[src/rtl/screen_sequencer.sv]
// Screen-flow controller for the OLED voice game: menu pages, mic check, volume recording, countdown, play.
// Optional back-navigation on btnL is enabled by defining SCREEN_SEQ_BACKNAV_EN.
module screen_sequencer #(
  parameter  int unsigned MENU_PAGES    = 3,
  parameter  int unsigned VOL_W         = 5,
  parameter  int unsigned VOL_THRESHOLD = 3,
  parameter  int unsigned HIST_DEPTH    = 16,
  parameter  int unsigned SAMPLE_DIV    = 1_000_000,
  parameter  int unsigned TICK_DIV      = 100_000_000,
  parameter  int unsigned COUNTDOWN     = 5,
  localparam int unsigned HC_W          = $clog2(HIST_DEPTH + 1),
  localparam int unsigned HA_W          = $clog2(HIST_DEPTH)
) (
  input  logic             clk,
  input  logic             rst_n,
  input  logic             en,
  input  logic             btnL,
  input  logic             btnR,
  input  logic             btnC,
  input  logic [VOL_W-1:0] volume,
  output logic [2:0]       state,
  output logic [2:0]       page,
  output logic [2:0]       countdown_val,
  output logic [HC_W-1:0]  hist_count,
  input  logic [HA_W-1:0]  hist_rd_addr,
  output logic [VOL_W-1:0] hist_rd_data,
  output logic             play_start
);

  localparam int unsigned SC_W = $clog2(SAMPLE_DIV + 1);
  localparam int unsigned TC_W = $clog2(TICK_DIV + 1);

  typedef enum logic [2:0] {
    S_IDLE       = 3'd0,
    S_MENU       = 3'd1,
    S_MIC_WAIT   = 3'd2,
    S_MIC_VOLUME = 3'd3,
    S_REC_ARM    = 3'd4,
    S_REC        = 3'd5,
    S_COUNT      = 3'd6,
    S_PLAY       = 3'd7
  } state_t;

  state_t            st;
  logic [SC_W-1:0]   scnt;
  logic [TC_W-1:0]   tcnt;
  logic [VOL_W-1:0]  hist [HIST_DEPTH];
  logic              clr;
  logic              r_s1, r_s2, r_q, r_pulse;
  logic              c_s1, c_s2;
  logic              l_pulse;
  logic              sample_hit, tick_hit;

  assign clr = !rst_n || !en;

  // Button synchronisers; btnR gets a registered rising-edge pulse, btnC stays a level
  always_ff @(posedge clk) begin
    if (clr) begin
      r_s1    <= 1'b0;
      r_s2    <= 1'b0;
      r_q     <= 1'b0;
      r_pulse <= 1'b0;
      c_s1    <= 1'b0;
      c_s2    <= 1'b0;
    end else begin
      r_s1    <= btnR;
      r_s2    <= r_s1;
      r_q     <= r_s2;
      r_pulse <= r_s2 & ~r_q;
      c_s1    <= btnC;
      c_s2    <= c_s1;
    end
  end

`ifdef SCREEN_SEQ_BACKNAV_EN
  logic l_s1, l_s2, l_q;

  always_ff @(posedge clk) begin
    if (clr) begin
      l_s1    <= 1'b0;
      l_s2    <= 1'b0;
      l_q     <= 1'b0;
      l_pulse <= 1'b0;
    end else begin
      l_s1    <= btnL;
      l_s2    <= l_s1;
      l_q     <= l_s2;
      l_pulse <= l_s2 & ~l_q;
    end
  end
`else
  logic unused_btnl;
  assign unused_btnl = btnL;
  assign l_pulse     = 1'b0;
`endif

  assign sample_hit = (scnt == SC_W'(SAMPLE_DIV - 1));
  assign tick_hit   = (tcnt == TC_W'(TICK_DIV - 1));

  // Screen flow, recording buffer and countdown
  always_ff @(posedge clk) begin
    if (clr) begin
      st            <= S_IDLE;
      page          <= 3'd0;
      countdown_val <= 3'(COUNTDOWN);
      hist_count    <= '0;
      play_start    <= 1'b0;
      scnt          <= '0;
      tcnt          <= '0;
      for (int i = 0; i < int'(HIST_DEPTH); i++) hist[i] <= '0;
    end else begin
      play_start <= 1'b0;
      case (st)
        S_IDLE: begin
          st   <= S_MENU;
          page <= 3'd0;
        end
        S_MENU: begin
          if (r_pulse && !l_pulse) begin
            if (page < 3'(MENU_PAGES - 1)) page <= page + 3'd1;
            else                            st   <= S_MIC_WAIT;
          end else if (l_pulse && !r_pulse && page != 3'd0) begin
            page <= page - 3'd1;
          end
        end
        S_MIC_WAIT: begin
          if (volume > VOL_W'(VOL_THRESHOLD)) begin
            st <= S_MIC_VOLUME;
          end else if (l_pulse) begin
            st   <= S_MENU;
            page <= 3'(MENU_PAGES - 1);
          end
        end
        S_MIC_VOLUME: begin
          if (r_pulse) begin
            st <= S_REC_ARM;
          end else if (l_pulse) begin
            st   <= S_MENU;
            page <= 3'(MENU_PAGES - 1);
          end
        end
        S_REC_ARM: begin
          hist_count <= '0;
          for (int i = 0; i < int'(HIST_DEPTH); i++) hist[i] <= '0;
          if (c_s2) begin
            st   <= S_REC;
            scnt <= '0;
          end
        end
        S_REC: begin
          scnt <= sample_hit ? '0 : scnt + SC_W'(1);
          if (sample_hit && hist_count < HC_W'(HIST_DEPTH)) begin
            for (int i = int'(HIST_DEPTH) - 1; i > 0; i--) hist[i] <= hist[i-1];
            hist[0]    <= volume;
            hist_count <= hist_count + HC_W'(1);
          end
          // a strobe in the release cycle is still written above before leaving
          if (!c_s2 || hist_count == HC_W'(HIST_DEPTH)) begin
            st            <= S_COUNT;
            countdown_val <= 3'(COUNTDOWN);
            tcnt          <= '0;
          end
        end
        S_COUNT: begin
          if (tick_hit) begin
            tcnt <= '0;
            if (countdown_val > 3'd1) begin
              countdown_val <= countdown_val - 3'd1;
            end else begin
              countdown_val <= 3'd0;
              st            <= S_PLAY;
              play_start    <= 1'b1;
            end
          end else begin
            tcnt <= tcnt + TC_W'(1);
          end
        end
        S_PLAY: begin
          st <= S_PLAY;
        end
        default: st <= S_IDLE;
      endcase
    end
  end

  assign state        = st;
  assign hist_rd_data = (32'(hist_rd_addr) < HIST_DEPTH) ? hist[hist_rd_addr] : '0;

endmodule

[config.mk]
export PLATFORM = sky130hd
export DESIGN_NAME = screen_sequencer
export DESIGN_NICKNAME = d
export VERILOG_FILES = /design/src/rtl/screen_sequencer.sv
export SDC_FILE = /design/constraint.sdc
export NUM_CORES = 1
export LEC_CHECK = 0
export CAP_MARGIN = 20
export CORE_ASPECT_RATIO = 0.75
export CORE_MARGIN = 5
export CORE_UTILIZATION = 60
export DETAILED_ROUTE_END_ITERATION = 12
export PLACE_DENSITY_LB_ADDON = 0.2
export SYNTH_ARGS = -nofsm -noshare
export SYNTH_HDL_FRONTEND = slang
export SYNTH_SLANG_ARGS = --single-unit
[constraint.sdc]
create_clock -name clk -period 3.9 [get_ports clk]
set_input_delay 0.975 -clock clk [delete_from_list [all_inputs] [get_ports clk]]
set_output_delay 0.975 -clock clk [all_outputs]
set_load 0.1 [all_outputs]
Word-level counts from Yosys, hierarchy flattened
Memories as Yosys holds them, arrays and structs flattened.
Cells that the tools add are included.
{"block": "word_totals", "ff_bits": 68, "latch_bits": 0, "mem_bits_rw": 80, "mem_bits_ro": 0, "in_bits": 15, "out_inout_bits": 20, "elab_cells": 162, "mem_count": 1}
{"block": "op_classes", "addsub": 5, "n_mul": 0, "n_div": 0, "order_cmp": 4, "n_eq_ne": 20, "shifts": 0, "muxes": 66, "n_bitwise": 36, "reduce_logical": 17}
{"name": "hist", "words": 16, "word_bits": 5, "read_ports": 16, "rd_clocked_by_memory_dff": 0, "write_ports": 16, "line": "47", "rtl": "logic [VOL_W-1:0] hist [HIST_DEPTH];"}
{"operator": "two-way mux 5 bit", "count": 33}
{"operator": "two-way mux 27 bit", "count": 2}
{"operator": "one-hot mux 27 bit (2 select lines)", "count": 1}
{"operator": "two-way mux 20 bit", "count": 2}
{"operator": "one-hot mux 20 bit (2 select lines)", "count": 1}
{"operator": "two-way mux 3 bit", "count": 13}
{"operator": "OR 1 bit", "count": 32}
{"operator": "adder 27 x 1 -> 27 bit (second input constant)", "count": 1}
{"operator": "== test 27 bit (second input constant)", "count": 1}
{"operator": "one-hot mux 3 bit (8 select lines)", "count": 1}
{"operator": "adder 20 x 1 -> 20 bit (second input constant)", "count": 1}
{"operator": "== test 20 bit (second input constant)", "count": 1}
{"operator": "!= test 2 bit (second input constant)", "count": 10}
{"operator": "== test 3 bit (second input constant)", "count": 4}
{"operator": "one-hot mux 3 bit (2 select lines)", "count": 2}
{"operator": "two-way mux 1 bit", "count": 10}
{"operator": "one-hot mux 5 bit (2 select lines)", "count": 1}
{"operator": "AND reduction 8 bit", "count": 1}
{"operator": "== test 3 x 2 -> 1 bit (second input constant)", "count": 2}
{"operator": "AND reduction 2 bit", "count": 3}
{"operator": "AND reduction 3 bit", "count": 2}
{"operator": "nonzero test 2 bit", "count": 3}
{"operator": "adder 5 x 1 -> 5 bit (second input constant)", "count": 1}
{"operator": "== test 5 bit (second input constant)", "count": 1}
{"operator": "other kinds (14)", "count": 19}

Logic depth before layout (Yosys ltp)
Gate-level depths: netlist of the first run.
{"block": "depth", "word_depth": 7, "ltp_mapped": 9, "ltp_nobuf": 7}

Worst setup path before layout of the first run
OpenSTA, ideal clock, no wires.
{"block": "synth_path", "path_kind": "in2out", "start": "input port hist_rd_addr[0]", "end": "output port hist_rd_data[0]", "t_arrival_ns": 2.517, "required_ns": 2.925, "setup_slack_ns": 0.408, "path_stages": 3, "path_buffers": 1, "cell_sequence": "buf_2 -> mux4_2 -> mux4_2"}
{"block": "synth_via", "elab_chain_cells": 1}
{"element": "start: declaration", "line": "25", "rtl": "input logic [HA_W-1:0] hist_rd_addr,"}
{"element": "memory read (16 x 5 bit)"}
{"element": "end: declaration", "line": "26", "rtl": "output logic [VOL_W-1:0] hist_rd_data,"}
No other way between the ends.

Worst setup path after layout of the first run
{"block": "layout_path", "start": "input port hist_rd_addr[0]", "end": "output port hist_rd_data[4]"}
Same word-level chain as after synthesis.

==> metrics.txt, run 1 <==
DR WL/cell 19.5 µm; hold_sp r_q; Syn. warnings 0; PwrDens 425 nW/µm²; CTS tree yes; Die H 103 µm; P_leak 2.86 nW; Final Slew Violations 0; CP required 2.92 ns; largest net degree at the start of global routing 35; crit-path max FO 10; Synth Area in Simple Gates 20.7%; post-synthesis sequential area ratio 49.5%; Synth cell types 63; peak supply drop 0.365 mV; run status finished, final reports clean; Chip Width 134 µm; First DRT Iteration DRCs 615; Filler Cells Inserted 737; GRT Total Usage 23.9%; Post-DP Area 7430 µm²; nets 687; hpwl dp 10.5 mm; XOR/XNOR Fraction of Synth Area 1.40%; ANT cells 0; Gate Count Post-Synth 639; GPL Wtd Cong 0.895; Worst setup SP type input port; max cap viols 0; first-pass GRT wire length 26.1 mm; post-synthesis adder-cell area fraction 1.27%; # setup viols final 0; number of enable flip-flop cells after synthesis 45; Hold/Removal Path Class reg2reg; Core Region 11100 µm²; flop2flop setup slack 1.04 ns; antenna violations before repair 0; Clock Pin Slew Worst Setup and Hold Paths 0.06 ns; CTS resizes 1; DP Cell Count 785; Max H-tree Level 4; Clock Skew 0.0128 ns; Vias/cell 6.63; CP startpoint hist_rd_addr[0]; Post-CTS Setup Inserts 0; crit path kind in2out; Routed WL 15.9 mm; Peak Freq 266 MHz; area delta synth->final 16.7%; post-synthesis compound-gate area fraction 13.7%; commonest register cell after synthesis dfxtp_1; final design area excluding fillers 8040 µm²; via count 5421; die area 13700 µm²; Synth Register Bits 148; hold-fix buffer count after cts 0; Final Hold Viols 0; Initial Util 62.3%; Residual DRC 0; Clock Path Buffers 2; first drt pass iteration count 7; RSZ-0062 raised after global routing no; slew margin rel. 31.1%; global route overflow 0; vias in the first global route 5086; Worst EP arrival 2.78 ns; # clock sinks 148; RR Startpoint tcnt[0]; post-synthesis mux area share 10.1%; Num CTS Buffers 17; Routed Antenna Nets 0; Rows 33; Async SR Flop Fraction 0%; synthesized area 6890 µm²; main combinational cell family by area after synthesis simple AND/OR/NAND/NOR gates; syn_nets 661; clock latency on the worst-skew pair 0.42 ns; number of I/O pins 35; type of destination of the critical path output port; share of post-route cells with drive strength above 1 13.4%; Root Driver clkbuf_16; fin cells 818; Synth Area per Inst 10.8 µm²; min Tclk post-route 3.76 ns; # port buffers 33; period utilisation layout 96.4%; Worst-Margin Slew 1.03 ns
[layer usage]
layer / global-route usage [%] / vias to the layer above / part of all wire (%) / routed length [µm]
met4: 6.32 / 0 / 0.65 / 104
met2: 37.2 / 247 / 47 / 7410
met5: 0 / - / 0 / 0
met3: 5.51 / 12 / 7.3 / 1170
met1: 34.3 / 2666 / 45 / 7250
li1: - / 2496 / - / -
[stage by stage]
stage	power (W)	worst slack, ns	TNS, ns	hold WS, ns	utilization, %
2_1_floorplan	0.00175	0.408	0	0.367	-
3_3_place_gp	0.00181	-0.00795	-0.0158	0.372	67.1
3_5_place_dp	0.00182	-0.0615	-0.261	0.396	67.1
4_1_cts	0.00343	0.128	0	0.408	72.7
5_1_grt	0.00352	0.0830	0	0.418	72.7
6_report	0.00342	0.140	0	0.405	72.7
[cell usage in the layout (no fill, tap or decap), drive strengths merged, types with 17 or more instances in the layout]
master and n:
inv 23, nand2 30, clkbuf 17, clkdlybuf4s50 24, nand4 22, a31oi 33, and3 19, edfxtp 45
nand3 23, mux4 25, o21ai 21, nor2 36, dfxtp 103, a21oi 23, and2 52, a22o 33
buf 23
[cells in the mapped netlist (4+ instances only)]
library cell	count	share of area, %
a211oi_1	5	0.54
a21oi_1	22	1.6
a22o_1	33	4.2
a31oi_1	33	3.0
and2_1	51	4.6
and3_1	19	1.7
and4_1	7	0.89
buf_1	5	0.27
buf_2	17	1.2
clkbuf_1	18	0.98
dfxtp_1	103	30
edfxtp_1	45	20
ha_1	7	1.3
inv_1	13	0.71
mux2i_1	12	1.7
mux4_2	25	8.2
nand2_1	30	1.6
nand2b_1	4	0.36
nand3_1	23	1.7
nand3b_1	10	1.1
nand4_1	21	1.9
nor2_1	35	1.9
nor3_1	9	0.65
nor4_1	6	0.54
o211ai_1	4	0.44
o21ai_0	20	1.5
xor2_1	9	1.1
[logic make-up after synthesis]
logic type,count (synthesis)
AOI/OAI and AO/OA,138
xor gates and xnor gates,11
adders and majority gates,7
buffers and inverters,55
DFF,148
muxes,38
and+or+nand+nor,242
[report_power, final]
part,internal [W],switching [W],total [W]
Sequential,0.00160,0.0000156,0.00162
Clock,0.000908,0.000717,0.00162
Combinational,0.0000704,0.0000999,0.000170
Total,0.00258,0.000833,0.00342
[path summary, 6_finish.rpt]
check	end	cells after the start
setup reg to reg	countdown_val[1]	6
setup / recovery	hist_rd_data[4]	5
hold reg to reg	r_pulse	1
hold / removal	r_pulse	1
[final cells by class]
class                   count  area [µm²]  area share (%)
flip-flops and latches    148        3410            42.4
multi-input cells         436        3260            40.5
repair buffers             49         567            7.05
clock buffers              17         425            5.29
well taps                 140         175            2.18
clock inverters            15         158            1.96
inverters                  13        48.8           0.607
[sequential cells by signal, summed over array words and instances (netlist names)]
register,cells
c_s1,1
c_s2,1
countdown_val,3
hist,80
hist_count,5
page,3
play_start,1
r_pulse,1
r_q,1
r_s1,1
r_s2,1
scnt,20
state,3
tcnt,27
[worst max-delay path: stages]
cell and delay [ns]:
dlygate4sd2_1 0.28, bufbuf_16 0.33, mux4_2 0.50, mux4_2 0.51, buf_12 0.19
No activity file was read; power rests on OpenSTA's default activity.
==> run 2: changes to the inputs <==
--- a/config.mk
+++ b/config.mk
@@ -8,8 +8,9 @@
 export CAP_MARGIN = 20
 export CORE_ASPECT_RATIO = 0.75
 export CORE_MARGIN = 5
-export CORE_UTILIZATION = 60
+export CORE_UTILIZATION = 30
 export DETAILED_ROUTE_END_ITERATION = 12
+export HOLD_SLACK_MARGIN = 0.02
 export PLACE_DENSITY_LB_ADDON = 0.2
 export SYNTH_ARGS = -nofsm -noshare
 export SYNTH_HDL_FRONTEND = slang
==> run 2 against run 1 <==
Global-route usage decreased by 11 points. Total power decreased by 1.3%. Die area increased by 90%.
==> metrics.txt, run 2 (same netlist as run 1, synthesis figures left out) <==
Clock Pin Slew Worst Setup and Hold Paths 0.06 ns (about the same); commonest non-fill, non-tap cells in the layout 103 x dfxtp_1, 51 x and2_1, 45 x edfxtp_1, 34 x nor2_1; max incr delay on CP 0.51 ns (about the same); antenna violations before repair 0 (unchanged); final core occ 35.9% (-37 points); Worst setup SP type input port; slew margin rel. 28.9% (-2.1 points); type of destination of the critical path output port; first-pass GRT wire length 26.7 mm (+2.1%); clock latency on the worst-skew pair 0.43 ns (about the same); Post-Place Worst Slack -0.0836 ns (-0.0221 ns); GPL Wtd Cong 0.850 (-5.0%); First DRT Iteration DRCs 397 (-35%); Final WS setup 0.107 ns (-0.0331 ns); Core Region 22800 µm² (+110%); GRT Total Usage 12.8% (-11 points); Buf+Inv Stages, Crit Path 3 (unchanged); worst reg2reg endpoint hist[8][3]; PwrDens 411 nW/µm² (-3.2%); Largest Register hist; Residual DRC 0 (unchanged); nets 686 (-0.15%); crit-path cells dlygate4sd2_1 > bufbuf_16 > mux4_2 > mux4_2 > buf_12; CP delay by family, top multiplexers; DR WL/cell 16.6 µm (-15%); # port buffers 33 (unchanged); Clock Skew 0.0108 ns (-0.00198 ns); Worst-Margin Slew 1.06 ns (+0.0321 ns); global route overflow 0 (unchanged); peak supply drop 0.362 mV (-0.91%); P_leak 2.86 nW (-0.25%); Rows 48 (+45%); ANT cells 0 (unchanged); min Tclk post-route 3.79 ns (+0.0331 ns); hpwl dp 10.9 mm (+3.4%); Final Slew Violations 0 (unchanged); crit path kind in2out; first drt pass iteration count 4 (-3); max cap viols 0 (unchanged); run status finished, final reports clean; largest net degree at the start of global routing 79 (+130%); Final Hold Viols 0 (unchanged); period utilisation layout 97.2% (+0.85 points); crit-path max FO 10 (unchanged); Num CTS Buffers 17 (unchanged); Die H 141 µm (+37%); most common cell after layout, fill and taps aside dfxtp_1; CP required 2.92 ns (about the same); Initial Util 30.2% (-32 points); Worst EP arrival 2.82 ns (+0.04 ns); Max H-tree Level 4 (unchanged); # clock sinks 148 (unchanged); crit path max-delay cell type mux4_2; number of I/O pins 35 (unchanged); Vias/cell 5.35 (-19%); RR Startpoint scnt[0]; # setup viols final 0 (unchanged); Routed WL 16.3 mm (+2.0%); vias in the first global route 5003 (-1.6%); Routed Antenna Nets 0 (unchanged); Clock Path Buffers 2 (unchanged); flop2flop setup slack 1.17 ns (+0.13 ns); max reg flops 80 (unchanged); share of post-route cells with drive strength above 1 13.3% (-0.13 points); CP startpoint hist_rd_addr[0]; Root Driver clkbuf_16; CTS tree yes; Min Hold Slack 0.380 ns (-0.0247 ns); Chip Width 185 µm (+38%); via count 5223 (-3.7%); RSZ-0062 raised after global routing no; Largest regs hist x80, tcnt x27, scnt x20; R2R cell count 7 (+1); Peak Freq 264 MHz (-0.87%); area delta synth->final 19.0%; worst setup path endpoint hist_rd_data[3]; Hold/Removal Path Class reg2reg; CP dominant cell by count mux4_2; Post-CTS Setup Inserts 0 (unchanged); die area 26100 µm² (+90%); Crit path depth 5 (unchanged)
==> run 2: cell count changes in the layout (fill, tap and decap cells not counted), sizes merged <==
| cell | change |
|---|---|
| clkdlybuf4s50 | -1 |
| bufinv | -1 |
| clkinv | +2 |
| inv | -1 |
| clkbuf | +2 |
| clkinvlp | -2 |
==> run 2: worst min path at each step <==
stage	startpoint	to	cells past startpoint
4_1_cts	r_q	r_pulse	1
2_1_floorplan	r_q	r_pulse	1
3_5_place_dp	r_q	r_pulse	1
5_1_grt	r_q	r_pulse	1
6_report	r_q	r_pulse	1
3_3_place_gp	r_q	r_pulse	1
==> run 2: routing by layer <==
metal / global-route usage [%] / wire [µm] / vias up / part of all wire (%)
met4: 4.05 / 180 / 0 / 1.1
met3: 3.15 / 556 / 15 / 3.4
met5: 0 / 0 / - / 0
met1: 18.4 / 8360 / 2638 / 51
met2: 18.9 / 7160 / 76 / 44
li1: - / - / 2494 / -
==> run 2: area by class of cell <==
| type | instances | area [µm²] |
|---|---|---|
| clock buffer | 19 | 453 |
| sequential | 148 | 3410 |
| multi-input combinational | 436 | 3260 |
| clock inverter | 13 | 109 |
| fill | 2259 | 14600 |
| tap | 300 | 375 |
| inverter | 13 | 48.8 |
| timing repair buffer | 48 | 544 |
==> run 2: report_power, final <==
group / switching (W) / internal, W / total [W]
sequential: 0.0000141 / 0.00160 / 0.00162
combinational: 0.0000987 / 0.0000697 / 0.000168
clock: 0.000716 / 0.000867 / 0.00158
total: 0.000829 / 0.00254 / 0.00337
==> run 2: worst reg2reg max path, cell delays in order (launching register included) <==
cell and delay (ns):
dfxtp_1 0.40, ha_1 0.22, and3_1 0.30, and4_1 0.35, and3_1 0.56, nor2_2 0.15, inv_1 0.11, buf_4 0.30
==> run 2: repair_timing <==
item	in CTS	in global routing
setup endpoints to repair	5	0
endpoints found under the hold margin	0	0
hold buffers	0	0
gates resized for setup	1	0
==> run 2: stage by stage <==
step	TNS (ns)	instances	total power, W	area (µm²)
floorplan	0	639	0.00175	6890
global placement	-0.192	944	0.00182	7610
detailed placement	-0.264	944	0.00182	7610
CTS	0	977	0.00341	8200
global route	0	977	0.00350	8200
finish	0	977	0.00337	8200
